[src/rtl/music_score_player.sv]
// Score RAM plus playback sequencer: stores fixed-size song slots of (key, duration)
// entries and plays one song, timing each note in beats from an external strobe.
module music_score_player #(
    parameter int KEY_WIDTH  = 4,
    parameter int TIME_WIDTH = 4,
    parameter int SONG_BITS  = 1,
    parameter int SLOT_BITS  = 5
) (
    input  logic                           i_clk,
    input  logic                           i_reset,
    input  logic                           i_writeEnable,
    input  logic [SONG_BITS+SLOT_BITS-1:0] i_writeAddress,
    input  logic [KEY_WIDTH-1:0]           i_keyIn,
    input  logic [TIME_WIDTH-1:0]          i_timeIn,
    input  logic [SONG_BITS-1:0]           i_songSelect,
    input  logic                           i_start,
    input  logic                           i_stop,
    input  logic                           i_pause,
    input  logic                           i_loop,
    input  logic                           i_beatTick,
    output logic [KEY_WIDTH-1:0]           o_keyOut,
    output logic                           o_playing,
    output logic                           o_noteStart,
    output logic                           o_done,
    output logic [SLOT_BITS-1:0]           o_noteIndex
);

    localparam int ADDR_W  = SONG_BITS + SLOT_BITS;
    localparam int DEPTH   = 1 << ADDR_W;
    localparam int ENTRY_W = KEY_WIDTH + TIME_WIDTH;

    typedef enum logic [1:0] {IDLE, FETCH, LOAD, PLAY} state_t;

    state_t                r_state;
    state_t                w_nextState;
    logic [ENTRY_W-1:0]    r_mem [DEPTH];
    logic [ENTRY_W-1:0]    r_rdData;
    logic [SONG_BITS-1:0]  r_song;
    logic [SLOT_BITS-1:0]  r_offset;
    logic [SLOT_BITS-1:0]  r_noteIndex;
    logic [KEY_WIDTH-1:0]  r_key;
    logic [TIME_WIDTH-1:0] r_remaining;
    logic                  r_noteStart;
    logic                  r_done;

    logic [KEY_WIDTH-1:0]  w_entryKey;
    logic [TIME_WIDTH-1:0] w_entryTime;
    logic                  w_isTerm;
    logic                  w_isSkip;
    logic                  w_lastOffset;
    logic                  w_beat;
    logic                  w_noteEnd;
    logic                  w_songEnd;
    logic                  w_emptySong;
    logic                  w_wrap;
    logic                  w_finish;

    // Read-first RAM: the registered read sees the old word on a same-cycle write.
    always_ff @(posedge i_clk) begin
        if (i_writeEnable) begin
            r_mem[i_writeAddress] <= {i_keyIn, i_timeIn};
        end
        r_rdData <= r_mem[{r_song, r_offset}];
    end

    assign w_entryKey   = r_rdData[ENTRY_W-1:TIME_WIDTH];
    assign w_entryTime  = r_rdData[TIME_WIDTH-1:0];
    assign w_isTerm     = (w_entryKey == '0) && (w_entryTime == '0);
    assign w_isSkip     = (w_entryKey != '0) && (w_entryTime == '0);
    assign w_lastOffset = (r_offset == '1);
    assign w_beat       = (r_state == PLAY) && i_beatTick && !i_pause;
    assign w_noteEnd    = w_beat && (r_remaining == TIME_WIDTH'(1));

    // A skip entry in the last slot position ends the song just like a terminator.
    assign w_songEnd    = ((r_state == LOAD) && (w_isTerm || (w_isSkip && w_lastOffset)))
                          || (w_noteEnd && w_lastOffset);
    assign w_emptySong  = (r_state == LOAD) && w_isTerm && (r_offset == '0);
    assign w_wrap       = w_songEnd && i_loop && !w_emptySong;
    assign w_finish     = w_songEnd && !w_wrap;

    always_ff @(posedge i_clk) begin
        if (i_reset) begin
            r_state <= IDLE;
        end else begin
            r_state <= w_nextState;
        end
    end

    always_comb begin
        w_nextState = r_state;
        if (i_stop) begin
            w_nextState = IDLE;
        end else if (i_start) begin
            w_nextState = FETCH;
        end else begin
            unique case (r_state)
                IDLE:  w_nextState = IDLE;
                FETCH: w_nextState = LOAD;
                LOAD: begin
                    if (w_finish) begin
                        w_nextState = IDLE;
                    end else if (w_wrap || w_isSkip) begin
                        w_nextState = FETCH;
                    end else begin
                        w_nextState = PLAY;
                    end
                end
                PLAY: begin
                    if (w_noteEnd) begin
                        w_nextState = w_finish ? IDLE : FETCH;
                    end
                end
                default: w_nextState = IDLE;
            endcase
        end
    end

    always_comb begin
        o_playing   = (r_state != IDLE);
        o_keyOut    = ((r_state == PLAY) && i_pause) ? '0 : r_key;
        o_noteStart = r_noteStart;
        o_done      = r_done;
        o_noteIndex = r_noteIndex;
    end

    // The key register holds across FETCH/LOAD so consecutive notes play without a gap.
    always_ff @(posedge i_clk) begin
        if (i_reset) begin
            r_song      <= '0;
            r_offset    <= '0;
            r_noteIndex <= '0;
            r_key       <= '0;
            r_remaining <= '0;
            r_noteStart <= 1'b0;
            r_done      <= 1'b0;
        end else begin
            r_noteStart <= 1'b0;
            r_done      <= 1'b0;
            if (i_stop) begin
                r_key       <= '0;
                r_offset    <= '0;
                r_remaining <= '0;
                r_noteIndex <= '0;
            end else if (i_start) begin
                r_song   <= i_songSelect;
                r_offset <= '0;
            end else begin
                unique case (r_state)
                    LOAD: begin
                        if (w_finish) begin
                            r_key  <= '0;
                            r_done <= 1'b1;
                        end else if (w_wrap) begin
                            r_offset <= '0;
                        end else if (w_isSkip) begin
                            r_offset <= r_offset + SLOT_BITS'(1);
                        end else begin
                            r_key       <= w_entryKey;
                            r_remaining <= w_entryTime;
                            r_noteIndex <= r_offset;
                            r_noteStart <= 1'b1;
                        end
                    end
                    PLAY: begin
                        if (w_beat) begin
                            r_remaining <= r_remaining - TIME_WIDTH'(1);
                            if (w_noteEnd) begin
                                if (w_finish) begin
                                    r_key  <= '0;
                                    r_done <= 1'b1;
                                end else if (w_wrap) begin
                                    r_offset <= '0;
                                end else begin
                                    r_offset <= r_offset + SLOT_BITS'(1);
                                end
                            end
                        end
                    end
                    default: ;
                endcase
            end
        end
    end

endmodule

[config.mk]
export PLATFORM = sky130hd
export DESIGN_NAME = music_score_player
export DESIGN_NICKNAME = d
export VERILOG_FILES = /design/src/rtl/music_score_player.sv
export SDC_FILE = /design/constraint.sdc
export NUM_CORES = 1
export LEC_CHECK = 0
export CAP_MARGIN = 5
export CORE_ASPECT_RATIO = 0.6
export CORE_MARGIN = 10
export CORE_UTILIZATION = 62
export DETAILED_ROUTE_END_ITERATION = 7
export GPL_ROUTABILITY_DRIVEN = 0
export PLACE_DENSITY = 0.79
export SLEW_MARGIN = 20
export SYNTH_ARGS = -nofsm -noshare
export SYNTH_HDL_FRONTEND = slang
export SYNTH_SLANG_ARGS = --single-unit
[constraint.sdc]
create_clock -name i_clk -period 3.4 [get_ports i_clk]
set_input_delay 0.68 -clock i_clk [delete_from_list [all_inputs] [get_ports i_clk]]
set_output_delay 0.68 -clock i_clk [all_outputs]
set_load 0.05 [all_outputs]
==> Word-level counts from Yosys, hierarchy flattened <==
Memory sizes are Yosys's and may differ from the RTL's. A register that Yosys moved wholly into a read port is not among the register bits.
Index checks and enable logic that the tools add are counted.
{ "op_classes": {"addsub": 2, "multipliers": 0, "div_mod_pow": 0, "n_lt_le_gt_ge": 0, "n_eq_ne": 16, "shift": 0, "n_mux": 34, "bitwise": 6, "reduce_logical": 35} }
{ "ops": {"columns": ["cell", "n"], "rows": [
  ["4-bit 2-to-1 mux", 11],
  ["5-bit 2-to-1 mux", 7],
  ["4-bit case mux with 2 select lines", 2],
  ["1-bit logical AND", 14],
  ["2-bit != test, second input constant", 7],
  ["3-bit != test, second input constant", 4],
  ["6-bit AND reduction", 2],
  ["5-bit case mux with 2 select lines", 1],
  ["4-bit zero test", 2],
  ["1-bit 2-to-1 mux", 8],
  ["2-bit case mux with 4 select lines", 1],
  ["7-bit AND reduction", 1],
  ["2-bit 2-to-1 mux", 3],
  ["1-bit inverter", 6],
  ["6-bit OR reduction", 1],
  ["5-bit by 1-bit adder with 5-bit output, second input constant", 1],
  ["5-bit equality test, second input constant", 1],
  ["5-bit zero test", 1],
  ["5-bit AND reduction", 1],
  ["2-bit equality test, second input constant", 2],
  ["4-bit by 1-bit equality test with 1-bit output, second input constant", 1],
  ["2-bit nonzero test", 2],
  ["4-bit nonzero test", 1],
  ["4-bit by 1-bit subtractor with 4-bit output, second input constant", 1],
  ["8 further kinds", 12]
]} }
{ "totals": {"register_bits": 23, "latchBits": 0, "mem_bits_rw": 512, "mem_bits_ro": 0, "in_bits": 23, "output_inout_bits": 12, "elab_cells": 103, "mem_count": 1} }
{ "memory_table": {"columns": ["memory", "words", "word_bits", "rd", "rd_clocked_by_memory_dff", "write_ports", "line_no", "text"], "rows": [
  ["r_mem", 64, 8, 1, 1, 1, "36", "logic [ENTRY_W-1:0] r_mem [DEPTH];"]
]} }

==> Logic depth before layout (Yosys ltp) <==
{ "depth": {"depth_word": 14, "depth_mapped": 11, "mapped_depth_nobuf": 8} }

==> Worst setup path after synthesis <==
OpenSTA, ideal clock, no wires.
{ "synth_timing": {"path_kind": "reg-to-reg", "startpoint": "reg r_offset[3]", "endpoint": "reg r_offset[1]", "setup_ns": 0.072, "arrival_ns": 2.398, "required_ns": 3.328, "setup_slack_ns": 0.930, "stages_incl_launch_ff": 11, "path_buffers": 3, "period_less_slack_ns": 2.470, "cell_sequence": "dfxtp_1 buf_2 clkbuf_1 buf_2 and3_1 ha_1 a31oi_1 a21oi_4 mux2i_2 and2_1 mux2i_1"} }
{ "synth_via": {"elab_chain_cells": 12, "elab_cells_between_ends": 24, "cone_classes": "eq/ne (4); mux (7); reduce/logical (13)"} }
{ "synth_rtl": {"columns": ["item", "line_no", "text"], "rows": [
  ["start, declared", "39", "logic [SLOT_BITS-1:0] r_offset;"],
  ["start signal, assigned", "156", "r_offset <= r_offset + SLOT_BITS'(1);"],
  ["start signal, assigned", "174", "r_offset <= r_offset + SLOT_BITS'(1);"],
  ["5-bit equality test", "70", "assign w_lastOffset = (r_offset == '1);"],
  ["1-bit logical AND", "75", "assign w_songEnd = ((r_state == LOAD) && (w_isTerm || (w_isSkip && w_lastOffset)))"],
  ["1-bit logical OR", "75", null],
  ["1-bit logical AND", "75", null],
  ["1-bit logical OR", "76", "|| (w_noteEnd && w_lastOffset);"],
  ["1-bit logical AND (2 in series)", "78", "assign w_wrap = w_songEnd && i_loop && !w_emptySong;"],
  ["5-bit 2-to-1 mux", "171", "end else if (w_wrap) begin"],
  ["5-bit 2-to-1 mux", "168", "if (w_finish) begin"],
  ["5-bit 2-to-1 mux", "167", "if (w_noteEnd) begin"],
  ["5-bit 2-to-1 mux", "165", "if (w_beat) begin"],
  ["5-bit case mux with 2 select lines", "148", "unique case (r_state)"]
]} }
Parallel ways exist; a longest one is shown, timed or not. The select of a mux whose other input is x is not followed.
A chain may end at the register's enable or synchronous reset.

==> Worst setup path after layout <==
{ "layout_timing": {"startpoint": "in i_pause", "endpoint": "out o_keyOut[1]"} }
{ "layout_via": {"elab_chain_cells": 2} }
{ "layout_rtl": {"columns": ["item", "line_no", "text"], "rows": [
  ["start, declared", "18", "input logic i_pause,"],
  ["1-bit logical AND", "120", "o_keyOut = ((r_state == PLAY) && i_pause) ? '0 : r_key;"],
  ["4-bit 2-to-1 mux", "120", null],
  ["end, declared", "21", "output logic [KEY_WIDTH-1:0] o_keyOut,"]
]} }
Every way passes these cells.

==> flow_summary.json <==
{
  "cts_root_buf": "clkbuf_16",
  "r2r_end": "r_rdData[3]",
  "finalCriticalPeriod_ns": 2.90,
  "yosysWarnings": 0,
  "p_per_area_mw_per_mm2": 537,
  "yosys.area.top_type_share": 0.728,
  "r2r_slack_ns": 0.56,
  "grt_setup_unrepaired": "false",
  "holdPathEnd": "o_noteIndex[4]",
  "arrival_ns": 2.22,
  "dp.cells": 1607,
  "clk_pin_slew_worst_paths_ns": 0.06,
  "ys_seq_area_frac": 0.757,
  "endpoint_kind": "output pin",
  "vias": 11300,
  "finalCritPeriodShare": 0.852,
  "hold_class": "register to register",
  "syn2layout_area_growth_pct": 14.0,
  "rows": 52,
  "cts-resized-gates": 0,
  "drive_gt1_frac": 0.262,
  "synth_top_cell_by_area": "edfxtp_1",
  "grt_start_max_net_pins": 65,
  "critical_path_buf_inv_count": 2,
  "worst_clock_skew_ns": 0.0195,
  "postPlaceCellArea_mm2": 0.0226,
  "grt_antenna_before_repair": 0,
  "crit_family": "buffers and inverters",
  "overflow": 0,
  "fin_cells": 1692,
  "reg2reg_depth": 7,
  "die_w_um": 258,
  "cts_max_path_buffers": 3,
  "syn-cell-area_mm2": 0.0211,
  "start_util": 0.628,
  "yosysUniqueCellTypes": 50,
  "ys_seq_elements": 543,
  "drt_iter0_drc": 1649,
  "fmax_ghz": 0.345,
  "min_from": "o_noteIndex[4]",
  "p_leak_uw": 0.00755,
  "die_y_um": 163,
  "report.final.slew_viol_count": 0,
  "cts_sinks": 543,
  "ios": 35,
  "peakVddDrop_mv": 0.541,
  "hold_buffers": 0,
  "fin_area_mm2": 0.0241,
  "max_slew_margin": 0.299,
  "dp_hpwl_um": 32000,
  "worstPathMaxFanout": 4,
  "antennaDiodeCount": 0,
  "syn_avg_cell_area_um2": 19.8,
  "setup_tns_ns": 0,
  "io_buffers": 34,
  "wl_per_cell_um": 29.6,
  "crit_top_cell": "clkdlybuf4s50_1",
  "grt_pass1_vias": 11200,
  "setup_viol": 0,
  "ant_nets": 0,
  "r2r-start": "r_offset[2]",
  "fin_nets": 1224,
  "htreeDepth": 2,
  "cts_tree": "built",
  "grt_pass1_wl_um": 75100,
  "slowest_delay_ns": 0.80,
  "coreArea_mm2": 0.0336,
  "grt_usage": 0.243,
  "drv_cap": 0,
  "synth_area_leaders": "edfxtp_1 (73%), mux4_2 (14%), dfxtp_1 (2.9%)",
  "cp_slowest_cell": "clkdlybuf4s50_1",
  "worstSkewPairLatency_ns": 0.57,
  "dr.pass1.iters": 6,
  "viasPerCell": 6.69,
  "crit_chain": "clkdlybuf4s50_1 > nand3_1 > and2_1 > clkdlybuf4s50_1",
  "cts_inserted_buffers": 46,
  "total_power_uw": 12900,
  "holdPathStages": 2,
  "cts_setup_buffers": 0,
  "required_ns": 2.72,
  "worstSetupStartpointType": "primary input",
  "tightest_slew_ns": 1.05,
  "path_class": "primary input to output pin",
  "dieArea_mm2": 0.0421,
  "synth_nets": 1094,
  "status": "complete, no violations",
  "finalHoldViolations": 0,
  "synth_cells": 1066,
  "drcViolationCount": 0,
  "drt-total-wl_um": 50100
}
## how the worst max path moves through the flow
stage	from	endpoint	depth (start not counted)
finish	i_pause	o_keyOut[1]	4
global route	i_pause	o_keyOut[2]	4
CTS	i_pause	o_keyOut[1]	4
detailed placement	i_pause	r_key[3]	8
global placement	i_pause	r_offset[1]	7
floorplan	r_offset[3]	r_offset[1]	10
## layout make-up
cell class                      count  area [um^2]
Clock inverter                     22          203
Tap cell                          459          574
Sequential cell                   543        16000
Inverter                            7         26.3
Multi-Input combinational cell    458         4840
Timing Repair Buffer              140         1140
Fill cell                        1996         9550
Clock buffer                       63         1300
## cell families (layout without fill, tap and decap cells)
kind of cell / Yosys count / after routing / synth area share
DFF: 543 / 543 / 0.757
and+or+nand+nor: 209 / 209 / 0.0460
muxes: 142 / 142 / 0.146
AOI/OAI and AO/OA: 102 / 102 / 0.0338
buffers and inverters: 65 / 232 / 0.0139
adders and majority gates: 5 / 5 / 0.00296
## cell usage after synthesis, drive strengths merged
cell type  count
edfxtp       512
mux4         133
nor2          92
nand2         48
a22oi         31
dfxtp         31
buf           30
clkbuf        28
a21oi         25
nor3          12
nand3         11
mux2i          9
or3            8
a22o           7
inv            7
o21ai          7
o22ai          7
a221oi         6
and2           6
nand2b         6
nor2b          6
ha             5
a2111oi        4
o21a           4
a31oi          3
nand4          3
nand4b         3
o221ai         3
and4           2
nand3b         2
nor3b          2
nor4           2
or2            2
or4b           2
a211oi         1
a311oi         1
a32o           1
and3           1
o31a           1
o31ai          1
or3b           1
## metrics by stage
stage,utilization,hold slack (ns),setup slack (ns)
after floorplan,-,0.430,0.930
after CTS,0.716,0.466,0.493
after detailed placement,0.671,0.456,0.262
final,0.716,0.462,0.504
after global placement,0.671,0.449,0.426
after global routing,0.716,0.486,0.442
## cells in the final DEF (no fill, tap or decap), drive strengths merged, types with 3 or more instances in the layout
| cell type | netlist | layout |
|---|---|---|
| nand3 | 11 | 11 |
| a221oi | 6 | 6 |
| mux4 | 133 | 133 |
| o221ai | 3 | 3 |
| a21oi | 25 | 25 |
| o21a | 4 | 4 |
| clkdlybuf4s50 | 0 | 26 |
| mux2i | 9 | 9 |
| a22o | 7 | 7 |
| nor2b | 6 | 6 |
| or3 | 8 | 8 |
| nand2 | 48 | 48 |
| edfxtp | 512 | 512 |
| clkbuf | 28 | 63 |
| nor3 | 12 | 12 |
| a31oi | 3 | 3 |
| clkinv | 0 | 16 |
| dfxtp | 31 | 31 |
| buf | 30 | 114 |
| a22oi | 31 | 31 |
| o22ai | 7 | 7 |
| inv | 7 | 9 |
| nand4b | 3 | 3 |
| bufinv | 0 | 4 |
| ha | 5 | 5 |
| a2111oi | 4 | 4 |
| nor2 | 92 | 92 |
| nand4 | 3 | 3 |
| o21ai | 7 | 7 |
| nand2b | 6 | 6 |
| and2 | 6 | 6 |
## power by group
part	leakage [uW]	internal [uW]	switching [uW]
registers	0.00486	7350	21.3
clock network	0.000734	2970	2320
logic	0.00195	65.8	194
total	0.00755	10400	2530
## registers in the layout, indices dropped and copies added, names as in the netlist
register and count:
r_song 1, r_state 2, r_remaining 4, o_noteStart 1
r_key 4, r_rdData 8, o_noteIndex 5, r_mem 512
r_offset 5, o_done 1
## tightest hold or removal path: cells and delay by family, from the launching register on
family	cells	cell delay (ns)
flops	1	0.31
simple gates	1	0.05
compound gates	1	0.06
## layer usage
layer  vias to the layer above  GRT usage  part of all wire
li1                       4634          -                 -
met1                      5843      0.363              0.40
met2                       746      0.356              0.45
met3                       100     0.0675              0.13
met4                         0     0.0575             0.025
met5                         -          0                 0
Note: power is estimated with default switching activity, not from simulation.
==> RTL edit (config.mk and constraints unchanged) <==
Encoding of `state_t`: now one-hot (4 bits for 4 states).
--- a/src/rtl/music_score_player.sv
+++ b/src/rtl/music_score_player.sv
@@ -29,7 +29,7 @@
     localparam int DEPTH   = 1 << ADDR_W;
     localparam int ENTRY_W = KEY_WIDTH + TIME_WIDTH;
 
-    typedef enum logic [1:0] {IDLE, FETCH, LOAD, PLAY} state_t;
+    typedef enum logic [3:0] {IDLE = 4'b0001, FETCH = 4'b0010, LOAD = 4'b0100, PLAY = 4'b1000} state_t;
 
     state_t                r_state;
     state_t                w_nextState;
Behaviour: same outputs for any inputs over 4 cycles, from zero or initial values and one cycle with i_reset high; so few cycles prove little.
==> RTL edit against the unedited design <==
- worst hold slack better by 16 ps
- total power is 3.2% lower
- design area is 0.92% higher
- critical endpoint is now r_rdData[1]$_DFF_P_
- routed wire length is 8.5% higher
- sequential cell count is 2 higher
- count of clock-buffer cells in the layout stayed put
- die area is 1.9% higher
- synthesized cell count is 7.0% higher
- synthesized area is 2.1% higher
- clock power is 8.3% lower
- worst setup slack worse by 290 ps
==> RTL edit: results <==
group,metric,value,unit
placement,port_buffers,34,
clock_network,numCtsBuffers,45,
grt,antenna_found_initial,3,
setup_path,reg2reg_to,"r_rdData[1]$_DFF_P_",
grt,grt_pass1_vias,11702,
timing,worst_slew_pin_slew,1070,ps
cells_and_area,drive_gt1_share,23.2,%
setup_path,cp-end-kind,"flop",
placement,dp_hpwl,33600,µm
timing,min_period,3190,ps
placement,dp_slack,435,ps
power,p_leak,7.51,nW
power,internal_power,0.0100,W
setup_path,crit_family,"compound AO/OA/AOI/OAI gates",
routing,dr.pass1.iters,5,
yosys,synth-seq-area-share,74.4,%
timing,whs,479,ps
cells_and_area,diodes,0,
yosys,synth_fp_nets,1169,
grt,use_met1,38.1,%
floorplan,dieArea,42900,µm²
grt,use_met2,36.7,%
grt,grt_pass1_wl,79500,µm
setup_path,cp_slowest_cell,"a2111oi_0",
clock_network,h-tree-depth,2,
grt,met3_usage,8.67,%
placement,dpl_cell_area,23000,µm²
run_status,run_status,"finished, final reports clean",
clock_network,ctsLongestPathBuffers,3,
setup_path,reg2reg_slack,210,ps
cells_and_area,num-fill-cells,1921,
setup_path,crit_start,"r_offset[0]$_SDFFE_PP0P_",
routing,routed_wl,54400,µm
power,peakVddDrop,410,µV
power,pwr-share-clk,38.8,%
cells_and_area,nets,1295,
timing,skew,19.7,ps
setup_path,critPathMaxFanout,29,
routing,detail_route.vias_per_cell,6.88,
power,switching_share,20.0,%
routing,drt_iter0_drc,1826,
setup_path,r2r-start,"r_offset[0]$_SDFFE_PP0P_",
grt,track_usage,25.7,%
min_path,worstHoldStart,"r_key[3]$_SDFFE_PP0P_",
placement,dp_cells,1679,
min_path,hold_depth,2,
min_path,min_to,"r_key[3]$_SDFFE_PP0P_",
yosys,synth_area_leaders,"edfxtp_1 (71%), mux4_2 (11%), dfxtp_1 (3.1%), mux2i_1 (2.5%), nor2_1 (1.6%)",
cells_and_area,stdcell_count,1753,
setup_path,crit_arrival,3610,ps
yosys,syn_inst,1141,
yosys,synth_common_cells,"edfxtp_1 (512), mux4_2 (105), nor2_1 (93), mux2i_1 (54), nand2_1 (52)",
yosys,synth_cell_type_count,57,
[RTL edit: final cells by class]
type                       instances  area [µm²]  share of cell area (%)
clock buffer                      63        1250                    5.16
clock inverter                    11        60.1                   0.247
inverter                           7        26.3                   0.108
multi-input combinational        528        5140                    21.2
sequential                       545       16000                    66.0
tap                              459         574                    2.36
timing repair buffer             140        1200                    4.94
[RTL edit: per-layer routing]
layer | up-vias | share of wire [%]
li1 | 4887 | -
met1 | 6144 | 39
met2 | 925 | 44
met3 | 102 | 15
met4 | 4 | 1.8
met5 | - | 0.050
[RTL edit: logic make-up after synthesis]
group                    after synthesis  synth area share [%]
AND/OR/NAND/NOR                      234                  5.21
XOR/XNOR                               1                0.0406
AO/OA/AOI/OAI                        114                  3.64
flip-flops                           545                  74.4
adder cells (fa/ha/maj)                5                 0.290
buffers and inverters                 68                  1.78
multiplexers                         174                  14.7
